**src/rtl/dip_debounce_pkg.sv**
```systemverilog
`default_nettype none
// ============================================================================
//  Module      : dip_debounce_pkg
//  Description : Board timing constants for the DIP switch input conditioner.
//  Revision    : 1.0 - initial release
// ============================================================================
package dip_debounce_pkg;

    // 50 MHz board clock, 10 ms debounce window
    localparam int c_CLK_HZ          = 50_000_000;
    localparam int c_DEBOUNCE_MS     = 10;
    localparam int c_CNT_MAX_DEFAULT = (c_CLK_HZ / 1000) * c_DEBOUNCE_MS;

endpackage : dip_debounce_pkg
`default_nettype wire

```
**src/rtl/dip_debounce_bit.sv**
```systemverilog
`default_nettype none
// ============================================================================
//  Module      : dip_debounce_bit
//  Description : Two-flop synchroniser, qualification counter and change
//                pulse for a single DIP switch bit.
//  Revision    : 1.0 - initial release
// ============================================================================
module dip_debounce_bit
    import dip_debounce_pkg::*;
#(
    parameter int CNT_MAX = c_CNT_MAX_DEFAULT,
    parameter int CW      = $clog2(CNT_MAX + 1)
) (
    input  logic clk,
    input  logic rst,
    input  logic dip_raw,
    output logic dip,
    output logic dip_chg,
    output logic busy
);

    localparam logic [CW-1:0] c_LAST = CW'(CNT_MAX - 1);

    logic          r_s1;
    logic          r_s2;
    logic          r_dip;
    logic          r_chg;
    logic          r_busy;
    logic [CW-1:0] r_cnt;

    logic          w_dip_nxt;
    logic          w_chg_nxt;
    logic [CW-1:0] w_cnt_nxt;

    // Any return of s2 to the accepted level restarts the window from zero
    always_comb begin
        w_dip_nxt = r_dip;
        w_chg_nxt = 1'b0;
        w_cnt_nxt = '0;
        if (r_s2 != r_dip) begin
            if (r_cnt == c_LAST) begin
                w_dip_nxt = r_s2;
                w_chg_nxt = 1'b1;
            end else begin
                w_cnt_nxt = r_cnt + 1'b1;
            end
        end
    end

    always_ff @(posedge clk) begin
        if (rst) begin
            r_s1   <= 1'b0;
            r_s2   <= 1'b0;
            r_dip  <= 1'b0;
            r_chg  <= 1'b0;
            r_cnt  <= '0;
            r_busy <= 1'b0;
        end else begin
            r_s1   <= dip_raw;
            r_s2   <= r_s1;
            r_dip  <= w_dip_nxt;
            r_chg  <= w_chg_nxt;
            r_cnt  <= w_cnt_nxt;
            r_busy <= (w_cnt_nxt != '0);
        end
    end

    assign dip     = r_dip;
    assign dip_chg = r_chg;
    assign busy    = r_busy;

endmodule : dip_debounce_bit
`default_nettype wire

```
**src/rtl/dip_debounce.sv**
```systemverilog
`default_nettype none
// ============================================================================
//  Module      : dip_debounce
//  Description : Synchronises and debounces a DIP switch bank, producing a
//                clean level vector, per-bit change pulses and a busy flag.
//  Revision    : 1.0 - initial release
// ============================================================================
module dip_debounce
    import dip_debounce_pkg::*;
#(
    parameter int WIDTH   = 8,
    parameter int CNT_MAX = c_CNT_MAX_DEFAULT,
    parameter int CW      = $clog2(CNT_MAX + 1)
) (
    input  logic             clk,
    input  logic             rst,
    input  logic [WIDTH-1:0] dip_raw,
    output logic [WIDTH-1:0] dip,
    output logic [WIDTH-1:0] dip_chg,
    output logic             busy
);

    logic [WIDTH-1:0] w_busy;

    generate
        for (genvar gi = 0; gi < WIDTH; gi++) begin : g_bit
            dip_debounce_bit #(
                .CNT_MAX (CNT_MAX),
                .CW      (CW)
            ) u_bit (
                .clk     (clk),
                .rst     (rst),
                .dip_raw (dip_raw[gi]),
                .dip     (dip[gi]),
                .dip_chg (dip_chg[gi]),
                .busy    (w_busy[gi])
            );
        end
    endgenerate

    // Per-bit flags are already registered, so the OR stays glitch-free
    assign busy = |w_busy;

endmodule : dip_debounce
`default_nettype wire

```
**config.mk**
```make
export PLATFORM = sky130hd
export DESIGN_NAME = dip_debounce
export DESIGN_NICKNAME = d
export VERILOG_FILES = /design/src/rtl/dip_debounce_pkg.sv /design/src/rtl/dip_debounce_bit.sv /design/src/rtl/dip_debounce.sv
export SDC_FILE = /design/constraint.sdc
export NUM_CORES = 1
export LEC_CHECK = 0
export ABC_AREA = 1
export ABC_CLOCK_PERIOD_IN_PS = 2800
export CORE_UTILIZATION = 65
export DETAILED_ROUTE_END_ITERATION = 10
export HOLD_SLACK_MARGIN = 0.03
export PLACE_DENSITY = 0.92
export RECOVER_POWER = 50
export SKIP_CTS_REPAIR_TIMING = 1
export SYNTH_ARGS = -nofsm -noshare
export SYNTH_HDL_FRONTEND = slang
export SYNTH_SLANG_ARGS = --single-unit
```
**constraint.sdc**
```tcl
create_clock -name clk -period 2.8 [get_ports clk]
set_input_delay 0.56 -clock clk [delete_from_list [all_inputs] [get_ports clk]]
set_output_delay 0.56 -clock clk [all_outputs]
set_load 0.01 [all_outputs]
```
After elaboration in Yosys (flattened, before gate mapping)
Cells that the tools add are included.
{"block": "totals", "output_inout_bits": 17, "wordCells": 129, "reg_bits": 192, "input_bits": 10}
{"block": "op_classes", "n_reduce_logical": 25, "n_eq_ne": 16, "add_sub_neg": 8, "bitwise": 8, "muxes": 24}
{"cell": "19-bit 2-to-1 mux", "count": 16}
{"cell": "19-bit by 1-bit adder with 19-bit output (second input constant)", "count": 8}
{"cell": "19-bit equality test (second input constant)", "count": 8}
{"cell": "19-bit nonzero test", "count": 8}
{"cell": "2-bit AND reduction", "count": 8}
{"cell": "2-bit OR reduction", "count": 8}
{"cell": "1-bit 2-to-1 mux", "count": 8}
{"cell": "1-bit inequality test", "count": 8}
{"cell": "1-bit NOT", "count": 8}
{"cell": "8-bit OR reduction", "count": 1}

Longest topological paths before layout
Gate-level depths: netlist of the first run.
{"block": "depth", "depth_word": 4, "ltp_mapped": 14, "depth_no_buf": 14}

Cells and area by module
Synthesis of the first run repeated with hierarchy kept, for this count alone.
{"block": "unflattened", "cells_unflattened": 1751, "hier_area_um2": 11357.1}
{"mod": "dip_debounce_bit", "area_each_um2": 1412.6, "seq_area_each_um2": 480.5, "cells_each": 217, "instances": 8}
{"mod": "dip_debounce", "area_each_um2": 56.3, "seq_area_each_um2": 0.0, "cells_each": 15, "instances": 1}

Worst setup path after synthesis of the first run
No wires, ideal clock.
{"block": "synth_path", "kind": "register to register", "startpoint": "register g_bit[7].u_bit.r_cnt[0]", "endpoint": "register g_bit[7].u_bit.r_busy", "setup_time_ns": 0.128, "setup_slack_ns": 1.168, "required_time_ns": 2.672, "arrival_ns": 1.505, "path_buffers": 0, "synth_period_minus_slack_ns": 1.632, "stages_incl_launch_ff": 13, "path_cell_list": "dfxtp_1 > ha_1 > nand3_1 > inv_1 > nand2_2 > nor2_1 > or2_2 > nand3_1 > nand2_1 > nor2_1 > nand2_1 > nor2_1 > nor2_1"}
{"block": "synth_via", "elab_chain_len": 4, "elab_cells_between_ends": 5, "classes_between": "add/sub: 1; eq/ne: 1; mux: 2; reduce/logical: 1"}
{"item": "from (decl)", "line": "dip_debounce_bit.sv:29", "text": "logic [CW-1:0] r_cnt;"}
{"item": "from (signal assigned)", "line": "dip_debounce_bit.sv:63", "text": "r_cnt <= w_cnt_nxt;"}
{"item": "19-bit by 1-bit adder with 19-bit output / 19-bit equality test (equally long branches)", "line": "dip_debounce_bit.sv:45, dip_debounce_bit.sv:41"}
{"item": "19-bit 2-to-1 mux (*)", "line": "dip_debounce_bit.sv:41", "text": "if (r_cnt == c_LAST) begin"}
{"item": "19-bit 2-to-1 mux (*)", "line": "dip_debounce_bit.sv:40", "text": "if (r_s2 != r_dip) begin"}
{"item": "19-bit nonzero test (*)", "line": "dip_debounce_bit.sv:64", "text": "r_busy <= (w_cnt_nxt != '0);"}
{"item": "to (signal assigned)", "line": "dip_debounce_bit.sv:64"}
{"item": "to (decl)", "line": "dip_debounce_bit.sv:28", "text": "logic r_busy;"}
Every way passes the cells marked *; elsewhere a longest branch is shown, timed or not.
A chain may end at the register's enable or synchronous reset.

Worst setup path after layout of the first run
{"block": "layout_path", "startpoint": "register g_bit[1].u_bit.r_busy", "endpoint": "output busy"}
{"block": "layout_via", "elab_chain_len": 1}
{"item": "from (decl)", "line": "dip_debounce_bit.sv:28"}
{"item": "from (signal assigned)", "line": "dip_debounce_bit.sv:64"}
{"item": "8-bit OR reduction", "line": "dip_debounce.sv:42", "text": "assign busy = |w_busy;"}
{"item": "to (decl)", "line": "dip_debounce.sv:20", "text": "output logic busy"}
No other way between the ends.

==> results of run 1 <==
## power breakdown
group	total (mW)	internal [mW]	switching, mW	leakage (nW)
Combinational	0.151	0.0406	0.110	3.01
Sequential	2.76	2.75	0.0102	1.55
Clock	2.30	1.23	1.07	0.269
Total	5.20	4.02	1.19	4.82
## synth_stat cells (all sizes together), types with 4 or more instances
cell,number
clkbuf,18
xnor2,7
nor4,15
o21ai,31
nand2,440
ha,8
buf,24
a21oi,17
nand3b,4
o21bai,18
nor3,44
nand4,59
inv,206
dfxtp,192
or2,8
xor2,20
nand3,172
nor2,432
## metal layers
layer	up-vias	GRT usage, %	share of wire (%)
met5	-	0	0
met4	0	10.0	2.1
met3	67	5.59	7.0
met2	447	50.9	47
met1	4864	38.6	44
li1	5511	-	-
## per-stage QoR
step,hold WS (ns),cells,power [mW]
5_1_grt,0.423,1965,5.37
2_1_floorplan,0.388,1731,2.92
6_report,0.406,1965,5.20
3_5_place_dp,0.398,1933,2.97
4_1_cts,0.405,1965,5.23
3_3_place_gp,0.389,1933,2.97
## worst paths after layout
path | from | to | slack, ns | depth (start not counted)
hold / removal | g_bit[4].u_bit.r_s1 | g_bit[4].u_bit.r_s2 | 0.41 | 2
hold reg to reg | g_bit[4].u_bit.r_s1 | g_bit[4].u_bit.r_s2 | 0.41 | 2
setup / recovery | g_bit[1].u_bit.busy | busy | 0.45 | 3
setup reg to reg | g_bit[3].u_bit.r_cnt[0] | g_bit[3].u_bit.busy | 0.66 | 14
## worst max-delay path, cell delays in order (launching register included)
cell	delay, ns
dfxtp_1	0.30
nor4_1	0.38
nand2_1	0.17
clkdlybuf4s50_1	0.51
## flip-flops by register name (all words and copies together), names as in the netlist
name and count:
g_bit.u_bit.r_cnt 152, g_bit.u_bit.busy 8, g_bit.u_bit.r_s1 8, g_bit.u_bit.r_s2 8, g_bit.u_bit.dip_chg 8, g_bit.u_bit.dip 8
## final cells by class
type	count	area [sq um]	share of cell area, %
Inverter	207	777	6.64
Sequential cell	192	3840	32.8
Clock inverter	12	110	0.940
Tap cell	216	270	2.31
Multi-Input combinational cell	1290	6000	51.2
Clock buffer	20	437	3.73
Timing Repair Buffer	28	274	2.34
## cell families after synthesis
family,count (synthesis),synth area share (%)
AND/OR/NAND/NOR,1178,47.8
buffers and inverters,249,9.26
flip-flops,192,35.3
AO/OA/AOI/OAI,77,4.28
XOR/XNOR,27,2.38
adder cells (fa/ha/maj),8,0.920
==> reports/results.ini, run 1 <==
[power_and_ir_drop]
power.leakage_nw = 4.82
power_density_nw_per_um2 = 444
peakVddDrop_v = 0.000435

[outcome]
outcome = finished clean

[logic_synthesis]
ys_ff_latch = 192
ys.flop_type = dfxtp_1
synth-seq-area-share_pct = 35.3
ys_types = 41
synth.area.top_cells = dfxtp_1 (35%), nand2_1 (14%), nor2_1 (13%)
syn_inst = 1731
yosys.area.top_type = dfxtp_1
yosysWarningCount = 0
async_flop_share_pct = 0
netlist_area_sq_um = 10900
syn-num-nets = 1749
synth_edf_count = 0
synth.top_cell.area_share_pct = 35.3
synth_area_per_cell_sq_um = 6.28

[floorplan]
rows = 46
io-pin-count = 27
die_area_sq_um = 17300
coreArea_sq_um = 16100
start_util_pct = 67.5
die_y_microns = 131
die_x_microns = 131

[placement]
detailed_place.area_sq_um = 11200
dp_worst_setup_slack_ns = 0.854
portBuffers = 26
gp_congestion = 0.938
post-dp-hpwl_microns = 18400

[global_routing]
grt_max_degree = 122
grt_pass1_vias = 9985
grt_usage_pct = 30.1
overflow = 0
grt_pass1_wl_microns = 43600
antenna_found_initial = 0

[clock_network]
clk_path_buf_depth = 2
cts-root-buf = clkbuf_16
cts_buffers = 17
cts_sinks = 192
clk_pin_slew_ns = 0.06
htree_levels = 4
clk_latency_ns = 0.44
cts_tree = built

[route]
first_iter_violations = 936
postRouteAntennaNets = 0
wirelength_microns = 25400
drc = 0
avgViaCountPerCell = 5.54
drt_first_pass_iters = 5
avgRoutedWirePerCell_microns = 12.9
vias = 10889

[finish]
fin_util_pct = 72.7
layout.cells.most_common_list = nand2_1 (415), nor2_1 (396), inv_1 (200)
diodes = 0
fillers = 1340
syn_to_final_growth_pct = 7.66
fin_area_sq_um = 11700
final_common_cell = nand2_1
drive_gt1_share_pct = 6.69
layout.nets = 1754

[sta]
drv_slew = 0
setup_tns_ns = 0
rsz0062_at_grt = no
relSlewSlack_pct = 6.18
hold_viol = 0
min_period_over_period_pct = 84.0
fmaxAchievable_mhz = 425
worst_clock_skew_ns = 0.00826
worst_pin_slew_ns = 1.41
setup_slack_ns = 0.448
layout_min_cycle_time_ns = 2.35
finalSetupViolCount = 0

[run]
maxCapViolations = 0

[setup_path]
crit_required_ns = 2.24
arrival_ns = 1.79
worstSetupPathType = register to primary output
critPathLaunchType = register
cp-end-kind = primary output
cp_max_fo = 1

[min_path]
hold_class = register to register

No activity file was read; power rests on OpenSTA's default activity.
==> run 2: changes to the inputs <==
ABC_CLOCK_PERIOD_IN_PS = 2260   (was 2800)
CORE_UTILIZATION = 63   (was 65)
PLACE_DENSITY = 0.9   (was 0.92)
clock period = 2.26 ns   (was 2.8 ns; I/O delays follow)
==> reports/results.ini, run 2 (synthesis results as in run 1) <==
[outcome]
outcome = finished clean

[clock_network]
clk_latency_ns = 0.44
htree_levels = 4
cts-root-buf = clkbuf_16
clk_pin_slew_ns = 0.07
cts_tree = built
clk_path_buf_depth = 2
cts_sinks = 192
cts_buffers = 17

[finish]
register_area_sq_um = 3840
top_register = g_bit.u_bit.r_cnt
multi_input_area_sq_um = 6020
diodes = 0
final_common_cell = nand2_1
finalNonFillerCells = 1971
fin_area_sq_um = 11800
layout.cells.most_common_list = nand2_1 (417), nor2_1 (393), inv_1 (200)
syn_to_final_growth_pct = 8.62
layout.nets = 1756
fillers = 1395
largest_reg_flops = 152
drive_gt1_share_pct = 7.08

[power_and_ir_drop]
power.switching_mw = 1.57
seqPwrFrac_pct = 51.0
clkPwrFrac_pct = 46.1
p_sw_share_pct = 23.4
internal_power_mw = 5.13
pwr-share-comb_pct = 2.9
power_density_nw_per_um2 = 567
peakVddDrop_v = 0.000556
power.leakage_nw = 4.85

[sta]
drv_slew = 0
hold_viol = 0
min_period_over_period_pct = 93.8
finalSetupViolCount = 0
setup_tns_ns = 0
setup_slack_ns = 0.141
holdWs_ns = 0.401
layout_min_cycle_time_ns = 2.12
fmaxAchievable_mhz = 472
relSlewSlack_pct = 28.4
worst_pin_slew_ns = 1.07
worst_clock_skew_ns = 0.00941
rsz0062_at_grt = no

[floorplan]
rows = 47
start_util_pct = 65.1
io-pin-count = 27
die_y_microns = 133
die_x_microns = 133
die_area_sq_um = 17800
coreArea_sq_um = 16700

[setup_path]
cp-startpoint = g_bit[5].u_bit.busy
worstSetupPathType = register to primary output
cp_max_fo = 1
critical_path.max_stage_delay_ns = 0.50
cp_slowest_cell = clkdlybuf4s50_1
worstReg2RegStart = g_bit[5].u_bit.r_cnt[0]
arrival_ns = 1.67
path_cells = nor4_2 > nand2_1 > clkdlybuf4s50_1
cp-end-kind = primary output
crit_required_ns = 1.81
critPathLaunchType = register

[global_routing]
grt_pass1_wl_microns = 43900
grt_util_met2_pct = 48.3
antenna_found_initial = 0
grt_usage_pct = 29.8
overflow = 0
gr-usage-met1_pct = 38.3
grt_max_degree = 95
grt_use_met3_pct = 5.67
busiest_layer = met2
grt_pass1_vias = 9946

[min_path]
worstHoldStart = g_bit[0].u_bit.r_s1
hold_class = register to register

[placement]
portBuffers = 26
post-dp-hpwl_microns = 18800
detailed_place.area_sq_um = 11200
dp.cells = 1939
gp_congestion = 0.962
dp_worst_setup_slack_ns = 0.393

[route]
drt_first_pass_iters = 5
wirelength_microns = 25500
first_iter_violations = 831
avgRoutedWirePerCell_microns = 13.0
vias = 10845
postRouteAntennaNets = 0
drc = 0
avgViaCountPerCell = 5.50

[run]
maxCapViolations = 0

[run 2: changes by cell type in the layout (fill, tap and decap cells not counted), sizes merged]
cell	previous run	this run
clkinv	8	4
buf	2	3
clkbuf	21	19
inv	209	212
clkinvlp	1	4
bufinv	1	2
[run 2: stage by stage]
| step | total power [mW] | util [%] |
|---|---|---|
| 2_1_floorplan | 3.62 | - |
| 4_1_cts | 6.73 | 70.8 |
| 3_3_place_gp | 3.68 | 67.2 |
| 3_5_place_dp | 3.69 | 67.2 |
| 6_report | 6.69 | 70.7 |
| 5_1_grt | 6.89 | 70.7 |
[run 2: final timing paths]
check | endpoint | slack, ns | depth (start not counted)
max | busy | 0.14 | 3
min | g_bit[0].u_bit.r_s2 | 0.40 | 2
max reg2reg | g_bit[5].u_bit.busy | 0.21 | 12
min reg2reg | g_bit[0].u_bit.r_s2 | 0.40 | 2
[run 2: final cells by class]
class,instances,share of cell area (%)
clock buffer,17,3.60
clock inverter,15,1.53
inverter,207,6.58
multi-input combinational,1290,50.9
sequential,192,32.5
tap,220,2.33
timing repair buffer,30,2.50
[run 2: power by group through the flow]
stage / clock network [mW] / logic [mW] / registers (mW)
final: 3.09 / 0.192 / 3.42
after global routing: 3.26 / 0.212 / 3.42
after CTS: 3.12 / 0.192 / 3.42
after detailed placement: 0 / 0.191 / 3.50
after global placement: 0 / 0.189 / 3.49
after floorplan: 0 / 0.130 / 3.49
[run 2: worst max-delay path, delay by kind of cell (launching register included)]
family	cells	cell delay (ns)
buffers and inverters	1	0.50
flip-flops	1	0.32
AND/OR/NAND/NOR	2	0.42
[run 2: metal layers]
metal / wire (microns) / vias to the layer above
li1: - / 5502
met1: 11500 / 4860
met2: 11700 / 405
met3: 1590 / 78
met4: 818 / 0
met5: 0 / -
==> run 3: changes to the inputs <==
CORE_MARGIN = 3   (was unset)
CTS_BUF_LIST = sky130_fd_sc_hd__clkbuf_16   (was unset)
==> reports/results.ini, run 3 (synthesis results as in run 1) <==
[clock_network]
clk_path_buf_depth = 2
cts_buffers = 17
cts_sinks = 192
clk_pin_slew_ns = 0.07
cts_tree = built
cts-root-buf = clkbuf_16
htree_levels = 4
clk_latency_ns = 0.44

[global_routing]
busiest_layer = met2
grt_use_met3_pct = 5.22
gr-usage-met1_pct = 35.8
grt_max_degree = 95
grt_util_met2_pct = 46.6
antenna_found_initial = 0
grt_pass1_wl_microns = 43900
grt_pass1_vias = 10052
grt_usage_pct = 28.1
overflow = 0

[sta]
min_period_over_period_pct = 93.8
worst_pin_slew_ns = 1.42
hold_viol = 0
finalSetupViolCount = 0
setup_tns_ns = 0
fmaxAchievable_mhz = 472
rsz0062_at_grt = no
worst_clock_skew_ns = 0.00856
layout_min_cycle_time_ns = 2.12
relSlewSlack_pct = 5.27
drv_slew = 0

[route]
first_iter_violations = 842
drt_first_pass_iters = 8
vias = 10981
wirelength_microns = 25800
avgRoutedWirePerCell_microns = 13.1
avgViaCountPerCell = 5.57
drc = 0
postRouteAntennaNets = 0

[floorplan]
rows = 47
die_y_microns = 137
start_util_pct = 64.9
die_x_microns = 137
coreArea_sq_um = 16800
die_area_sq_um = 18900
io-pin-count = 27

[run]
maxCapViolations = 0

[setup_path]
r2r_setup_slack_ns = 0.23
worstSetupPathType = register to primary output
cp-end-kind = primary output
cp_max_fo = 1
cp-startpoint = g_bit[1].u_bit.busy
arrival_ns = 1.67
crit_required_ns = 1.81
reg2regPathDepth = 10
critPathLaunchType = register
r2r-end = g_bit[7].u_bit.busy
worstReg2RegStart = g_bit[7].u_bit.r_cnt[0]

[power_and_ir_drop]
power_density_nw_per_um2 = 577
peakVddDrop_v = 0.000559
power.leakage_nw = 4.88

[finish]
final_common_cell = nand2_1
layout.nets = 1757
fillers = 1445
diodes = 0
top_register = g_bit.u_bit.r_cnt
fin_util_pct = 70.6
syn_to_final_growth_pct = 8.77
drive_gt1_share_pct = 6.91
largest_reg_flops = 152
layout.cells.most_common_list = nand2_1 (415), nor2_1 (397), inv_1 (200)

[placement]
gp_congestion = 0.947
portBuffers = 26
post-dp-hpwl_microns = 19100

[outcome]
outcome = finished clean

[min_path]
worstHoldStart = g_bit[2].u_bit.r_s1
hold_class = register to register
min_path_cells = 2
hold_end = g_bit[2].u_bit.r_s2

## run 3: cell types whose count changed in the layout (fill, tap and decap cells not counted), moves of 2 or more
cell | previous run | this run
nand2_1 | 417 | 415
nor2_1 | 393 | 397
bufinv_16 | 2 | 4
clkinvlp_4 | 4 | 2
inv_6 | 3 | 1
nor2_2 | 27 | 23
nand2_2 | 19 | 21
## run 3: area by class of cell
type                    instances  area (sq um)  share of cell area [%]
flip-flops and latches        192          3840                    32.5
well taps                     220           275                    2.33
repair buffers                 31           294                    2.49
multi-input cells            1290          6000                    50.8
clock buffers                  17           425                    3.60
clock inverters                15           209                    1.77
inverters                     207           777                    6.57
## run 3: per-stage QoR
step | cells | power (mW) | worst slack [ns] | instance area, sq um | hold WS, ns
3_3_place_gp | 1940 | 3.68 | 0.385 | 11200 | 0.389
4_1_cts | 1972 | 6.89 | 0.119 | 11900 | 0.406
3_5_place_dp | 1940 | 3.69 | 0.325 | 11200 | 0.397
5_1_grt | 1972 | 7.04 | 0.0410 | 11800 | 0.416
2_1_floorplan | 1731 | 3.62 | 0.628 | 10900 | 0.388
6_report | 1972 | 6.83 | 0.141 | 11800 | 0.405
## run 3: worst max path at each step
stage                                         end  slack (ns)  cells past startpoint
after floorplan               g_bit[7].u_bit.busy        0.63                     12
after global placement        g_bit[5].u_bit.busy        0.39                     12
after detailed placement      g_bit[5].u_bit.busy        0.33                     12
after CTS                                    busy        0.12                      3
after global routing      g_bit[2].u_bit.r_cnt[3]        0.04                      3
final                                        busy        0.14                      3
## run 3: where the power goes
| part | switching, mW | leakage (nW) | internal [mW] | total, mW |
|---|---|---|---|---|
| Combinational | 0.138 | 3.02 | 0.0519 | 0.190 |
| Sequential | 0.0136 | 1.55 | 3.40 | 3.42 |
| Clock | 1.35 | 0.307 | 1.87 | 3.22 |
## run 3: metal layers
layer	vias to the layer above	part of all wire, %
li1	5499	-
met1	4956	43
met2	443	46
met3	83	7.5
met4	0	2.8
met5	-	0
## run 3: critical path, cell delays in order, from the launching register on
cell             delay (ns)
dfxtp_1                0.31
nor4_1                 0.30
nand2_1                0.13
clkdlybuf4s50_1        0.49
